===== config.mk =====
export PLATFORM = sky130hd
export DESIGN_NAME = mul_pipe_unit
export DESIGN_NICKNAME = d
export VERILOG_FILES = /design/src/rtl/mul_pipe_unit.sv
export SDC_FILE = /design/constraint.sdc
export NUM_CORES = 1
export LEC_CHECK = 0
export BUFFER_PORTS_ARGS = -buffer_cell sky130_fd_sc_hd__buf_2
export CORE_UTILIZATION = 30
export DETAILED_ROUTE_END_ITERATION = 16
export PLACE_DENSITY = 0.45
export SLEW_MARGIN = 30
export SYNTH_ARGS = -nofsm -noshare
export SYNTH_HDL_FRONTEND = slang
export SYNTH_SLANG_ARGS = --single-unit
export TNS_END_PERCENT = 20

===== constraint.sdc =====
create_clock -name clk -period 2.6 [get_ports clk]
set_clock_uncertainty 0.15 [all_clocks]
set_input_delay 0.52 -clock clk [delete_from_list [all_inputs] [get_ports clk]]
set_output_delay 0.52 -clock clk [all_outputs]
set_load 0.1 [all_outputs]

===== src/rtl/mul_pipe_unit.sv =====
// mul_pipe_unit: two-stage pipelined WIDTH x WIDTH multiplier with valid/ready
// handshakes on both sides.
//   Stage 1: AND partial-product array reduced by a Wallace carry-save tree,
//            registered as a sum/carry pair.
//   Stage 2: final carry-propagate add, registered as the product.
// Build option: define MUL_SIGNED_EN for two's-complement operands (Baugh-Wooley
// partial products). Undefined gives a plain unsigned multiplier.
module mul_pipe_unit #(
    parameter int WIDTH = 8
) (
    input  logic                 clk,
    input  logic                 rst,
    input  logic                 in_valid,
    output logic                 in_ready,
    input  logic [WIDTH-1:0]     A,
    input  logic [WIDTH-1:0]     B,
    output logic                 out_valid,
    input  logic                 out_ready,
    output logic [2*WIDTH-1:0]   Sout,
    output logic                 done
);

    localparam int PW = 2 * WIDTH;
`ifdef MUL_SIGNED_EN
    // One extra row carries the Baugh-Wooley constant ones.
    localparam int NR = WIDTH + 1;
`else
    localparam int NR = WIDTH;
`endif

    // Rows left after a number of 3:2 reduction levels.
    function automatic int rows_after(input int lvl);
        int c;
        c = NR;
        for (int i = 0; i < lvl; i++) begin
            if (c > 2) c = 2 * (c / 3) + (c % 3);
        end
        return c;
    endfunction

    // Levels needed to bring NR rows down to a sum/carry pair.
    function automatic int num_levels(input int rows);
        int c;
        int l;
        c = rows;
        l = 0;
        for (int i = 0; i < rows; i++) begin
            if (c > 2) begin
                c = 2 * (c / 3) + (c % 3);
                l = l + 1;
            end
        end
        return l;
    endfunction

    localparam int LEVELS = num_levels(NR);

    logic [PW-1:0] pp [NR];
    logic [PW-1:0] sum1_d, carry1_d;
    logic [PW-1:0] sum1_q, carry1_q;
    logic [PW-1:0] sout_q;
    logic          v1_q, v2_q, done_q;
    logic          en1, en2, xfer;

    genvar gi, gl;

    // Partial-product rows, each pre-shifted to its weight.
    for (gi = 0; gi < WIDTH; gi++) begin : g_pp
        logic [WIDTH-1:0] row;
`ifdef MUL_SIGNED_EN
        if (gi < WIDTH - 1) begin : g_lo
            assign row = {~(A[WIDTH-1] & B[gi]), A[WIDTH-2:0] & {(WIDTH-1){B[gi]}}};
        end else begin : g_msb
            assign row = {A[WIDTH-1] & B[gi], ~(A[WIDTH-2:0] & {(WIDTH-1){B[gi]}})};
        end
`else
        assign row = A & {WIDTH{B[gi]}};
`endif
        assign pp[gi] = PW'(row) << gi;
    end
`ifdef MUL_SIGNED_EN
    // Correction constants at bit WIDTH and bit 2*WIDTH-1.
    assign pp[WIDTH] = (PW'(1) << WIDTH) | (PW'(1) << (PW - 1));
`endif

    // Wallace tree: each level compresses groups of three rows into two,
    // leftover rows pass straight through to the next level.
    for (gl = 0; gl <= LEVELS; gl++) begin : g_lvl
        localparam int RC = rows_after(gl);
        logic [PW-1:0] r [RC];
        if (gl == 0) begin : g_src
            for (gi = 0; gi < NR; gi++) begin : g_row
                assign r[gi] = pp[gi];
            end
        end else begin : g_red
            localparam int PC = rows_after(gl - 1);
            localparam int G  = PC / 3;
            for (gi = 0; gi < G; gi++) begin : g_csa
                logic [PW-1:0] x, y, z;
                assign x = g_lvl[gl-1].r[3*gi];
                assign y = g_lvl[gl-1].r[3*gi+1];
                assign z = g_lvl[gl-1].r[3*gi+2];
                assign r[2*gi]   = x ^ y ^ z;
                assign r[2*gi+1] = ((x & y) | (x & z) | (y & z)) << 1;
            end
            for (gi = 0; gi < PC % 3; gi++) begin : g_pass
                assign r[2*G+gi] = g_lvl[gl-1].r[3*G+gi];
            end
        end
    end

    assign sum1_d   = g_lvl[LEVELS].r[0];
    assign carry1_d = g_lvl[LEVELS].r[1];

    // Handshake: a stage may load when it is empty or its successor moves on.
    assign en2      = !v2_q || out_ready;
    assign en1      = !v1_q || en2;
    assign in_ready = en1;
    assign xfer     = in_valid && en1;

    // Stage 1: capture the carry-save pair of an accepted operand pair.
    always_ff @(posedge clk or posedge rst) begin
        if (rst) begin
            v1_q     <= 1'b0;
            sum1_q   <= '0;
            carry1_q <= '0;
        end else if (en1) begin
            v1_q <= xfer;
            if (xfer) begin
                sum1_q   <= sum1_d;
                carry1_q <= carry1_d;
            end
        end
    end

    // Stage 2: resolve the pair into the product; holds while stalled.
    always_ff @(posedge clk or posedge rst) begin
        if (rst) begin
            v2_q   <= 1'b0;
            sout_q <= '0;
        end else if (en2) begin
            v2_q <= v1_q;
            if (v1_q) sout_q <= sum1_q + carry1_q;
        end
    end

    // Completion pulse one cycle after a product is taken downstream.
    always_ff @(posedge clk or posedge rst) begin
        if (rst) done_q <= 1'b0;
        else     done_q <= v2_q && out_ready;
    end

    assign out_valid = v2_q;
    assign Sout      = sout_q;
    assign done      = done_q;

endmodule


==> metrics.md <==
| Metric | Value |
|---|---|
| Avg Cell Area, Syn | `between 10 and 15 sq um` |
| First-pass GRT wire length | `roughly 12 mm` |
| Yosys top cell area share | `roughly a third` |
| Pins Over Slew Limit | `0` |
| Initial antenna violation count | `0` |
| Fin. Hold Viols | `0` |
| Mux contribution to synthesized area | `8.402%` |
| Detailed Route WL | `between 7 and 8 mm` |
| Number of DRC markers in iteration 0 | `between 50 and 60` |
| CTS tree | `yes` |
| Total design power | `~3.9 mW` |
| Die Y | `about 110 um` |
| Flop2flop setup slack | `0.44 ns` |
| Number of flops mapped to enable cells by yosys | `0` |
| Post-synth net total | `412` |
| Top_reg_cell synth | `dfrtp_1` |
| Drt pass-1 iters | `4` |
| CTS sink count | `45` |
| Worst EP required | `2.62 ns` |
| Num CTS Buffers | `5` |
| Placer congestion estimate | `around 0.75` |
| RSZ-0062 raised after global routing | `yes` |
| Vias after detailed routing | `approximately 2500` |
| IO Count | `39` |
| Tot GR Track Use | `12.91%` |
| Crit path launch | `B[0]` |
| Max Fclk | `~0.34 GHz` |
| Worst-Margin Slew | `0.4865 ns` |
| Yosys cell types | `37` |
| Tcrit/Tclk final | `112.6%` |
| Status | `finished with violations` |
| Layout cells sized above 1 | `around 34%` |
| Bufs on Longest Clock Path | `2` |
| Initial core utilization | `31.45%` |
| Leakage | `roughly 2.1 nW` |
| Util after Layout | `39.75%` |
| Largest family of logic cells by synthesized area | `adder cells` |
| Port bufs | `38` |
| VDD IR max | `just over 0.5 mV` |
| R2R cell count | `8` |
| Number of global-route vias before repair | `roughly 2500` |
| Area after DPL | `0.003971 sq mm` |
| YS warnings | `0` |
| Ant diodes | `0` |
| Post-synthesis sequential area ratio | `32.46%` |
| Setup crit end kind | `flop` |
| Cell area after synthesis | `~0.0035 sq mm` |
| Crit-path most repeated cell | `fa_1` |
| # placed instances | `between 500 and 600` |
| Power Density | `892.4 mW/mm^2` |
| Detail Placement HPWL | `about 5.8 mm` |
| Die area | `0.01200 sq mm` |
| Placeable Area | `roughly 0.011 sq mm` |
| Final std cells w/o fill | `~530` |
| WL/cell | `approximately 13 um` |
| Synth Area in XOR/XNOR | `1.010%` |
| Endpoints failing setup | `16` |
| Area added between synthesis and finish | `26.36%` |
| Fin nets | `around 480` |
| Setup TNS after final layout | `-2.763 ns` |
| Clock Latency Late Sink | `between 0.2 and 0.3 ns` |
| Ranking of synthesized cells by area | `dfrtp_1 (32%), fa_1 (23%), ha_1 (9.0%)` |
| Largest net degree at the start of global routing | `28` |
| Path type of the worst setup path | `input port to flop` |
| Detail Route Antenna Nets | `0` |
| Worst Path Arrival | `just under 3 ns` |
| Crit path time final | `roughly 2.9 ns` |
| Clock-pin slew on the worst setup and hold paths | `0.06 ns` |
| Worst Setup EP | `sum1_q[7]$_DFFE_PP0P_` |
| Reg-to-reg startpoint | `sum1_q[5]$_DFFE_PP0P_` |
| CP max-delay cell | `fa_1` |
| RR Endpoint | `Sout[13]$_DFFE_PP0P_` |
| Async SR Flop Fraction | `100.0%` |
| Worst hold slack | `0.009979 ns` |
| Crit-path max cell delay | `about 0.52 ns` |
| Failing checks | `setup timing` |
| H-tree depth | `2` |
| # DRC | `0` |
| Tightest Hold Check Type | `input port to asynchronous set/reset pin` |
| Area leader, netlist | `dfrtp_1` |
| GRT overflow | `0` |
| Vias per cell | `around 4.6` |
| Critical path cell sequence | `buf_8 -> nand2_4 -> fa_1 -> fa_1 -> fa_1 -> inv_2 -> fa_2 -> mux2_4` |
| Synth Area in Compound Gates | `~5.6%` |
| Die X | `109.5 um` |
| Synth Area in Simple Gates | `16.52%` |
| DP Worst Slack | `-0.7354 ns` |
| Max FO, Critical Path | `4` |
| Number of max-cap violations | `0` |
| Cell count after synthesis | `approximately 330` |
| Worst Slack Setup Final | `-0.3275 ns` |
| Finished layout cell area | `~0.0044 sq mm` |
| Clk root buf | `clkbuf_16` |
| Relative slew slack | `67.79%` |
| Adder-Cell Fraction of Synth Area | `between 30% and 40%` |
| Setup crit start kind | `input port` |
| Row cnt | `38` |
| Yosys reg bits | `45` |
| CTS Hold Buffers Added | `0` |
-- what timing repair did --
| item | 4_1_cts | 5_1_grt |
|---|---|---|
| buffers inserted | 4 | 0 |
| endpoints found under the setup margin | 17 | 19 |
| gates resized for setup | 52 | 18 |
| cloned | 0 | 0 |
| pin swaps | 17 | 10 |
-- per-layer routing --
| metal | global-route usage, % | wire (um) | vias to the layer above |
|---|---|---|---|
| met5 | 0 | 0 | - |
| met3 | 2.312 | 156 | 5 |
| met2 | 21.74 | 3557 | 24 |
| li1 | - | - | 1191 |
| met4 | 2.000 | 27 | 0 |
| met1 | 17.62 | 3314 | 1239 |
-- cell type report --
type                       instances  area, sq um
multi-input combinational        244         2292
timing repair buffer              64        506.7
inverter                          32        120.1
fill                            1132         6646
sequential                        45         1130
clock buffer                       5        125.1
clock inverter                     2        35.03
tap                              140        175.2
-- flip-flops by register name, indices dropped and copies added (netlist names) --
signal,flops
done,1
v1_q,1
out_valid,1
Sout,16
sum1_q,15
carry1_q,11
-- power by group --
group          switching [mW]  total (mW)  internal (mW)
Clock                   0.251       0.697          0.446
Combinational            1.46        2.14          0.681
Sequential              0.134        1.08          0.941
Total                    1.84        3.91           2.07
-- worst min-delay path by stage --
| stage | from | endpoint | slack (ns) | cells past startpoint |
|---|---|---|---|---|
| 2_1_floorplan | sum1_q[1]$_DFFE_PP0P_ | Sout[1]$_DFFE_PP0P_ | 0.28 | 2 |
| 3_3_place_gp | Sout[0]$_DFFE_PP0P_ | Sout[0]$_DFFE_PP0P_ | 0.30 | 2 |
| 3_5_place_dp | sum1_q[2]$_DFFE_PP0P_ | Sout[2]$_DFFE_PP0P_ | 0.31 | 2 |
| 4_1_cts | rst | Sout[4]$_DFFE_PP0P_ | 0.01 | 2 |
| 5_1_grt | rst | Sout[4]$_DFFE_PP0P_ | 0.02 | 2 |
| 6_report | rst | Sout[3]$_DFFE_PP0P_ | 0.01 | 2 |
-- cell usage after synthesis (2+ instances only) --
cell and n:
nand2b_1 6, nand2_1 67, nor2_1 5, o211ai_1 2, a21o_1 3, clkbuf_1 4
nand3_1 3, nand4_1 2, buf_4 2, inv_1 32, mux2_2 25, xor2_1 3
ha_1 25, and2_1 31, o21ai_0 8, fa_1 39, o21bai_1 2, a21oi_1 6
dfrtp_1 45
-- cells by family (layout without fill, tap and decap cells) --
group / Yosys count / after routing
AO/OA/AOI/OAI: 30 / 30
flip-flops: 45 / 45
adder cells (fa/ha/maj): 64 / 64
multiplexers: 26 / 26
XOR/XNOR: 4 / 4
buffers and inverters: 39 / 103
AND/OR/NAND/NOR: 120 / 120
-- placed cells by master, fill, tap and decap left out, types with 2 or more instances in the layout --
cell	instances
ha_4	2
nand3_1	3
o211ai_1	2
inv_2	6
dfrtp_1	44
buf_2	26
nand2_2	7
nand2_4	2
mux2_2	24
inv_1	26
o21bai_1	2
fa_1	27
o21ai_0	8
fa_2	12
nand2b_1	6
nor2_1	5
and2_1	29
xor2_1	3
buf_8	3
nand4_1	2
and2_4	2
ha_2	4
buf_6	5
buf_12	4
ha_1	19
buf_4	26
nand2_1	59
a21o_1	3
clkbuf_16	5
a21oi_1	6
-- critical path: cells and delay by family --
kind          cells  cell delay, ns
fa+ha+maj         4            1.97
buf+inv           2            0.14
mux               1            0.27
simple gates      1            0.05
Note: power is estimated with default switching activity, not from simulation.
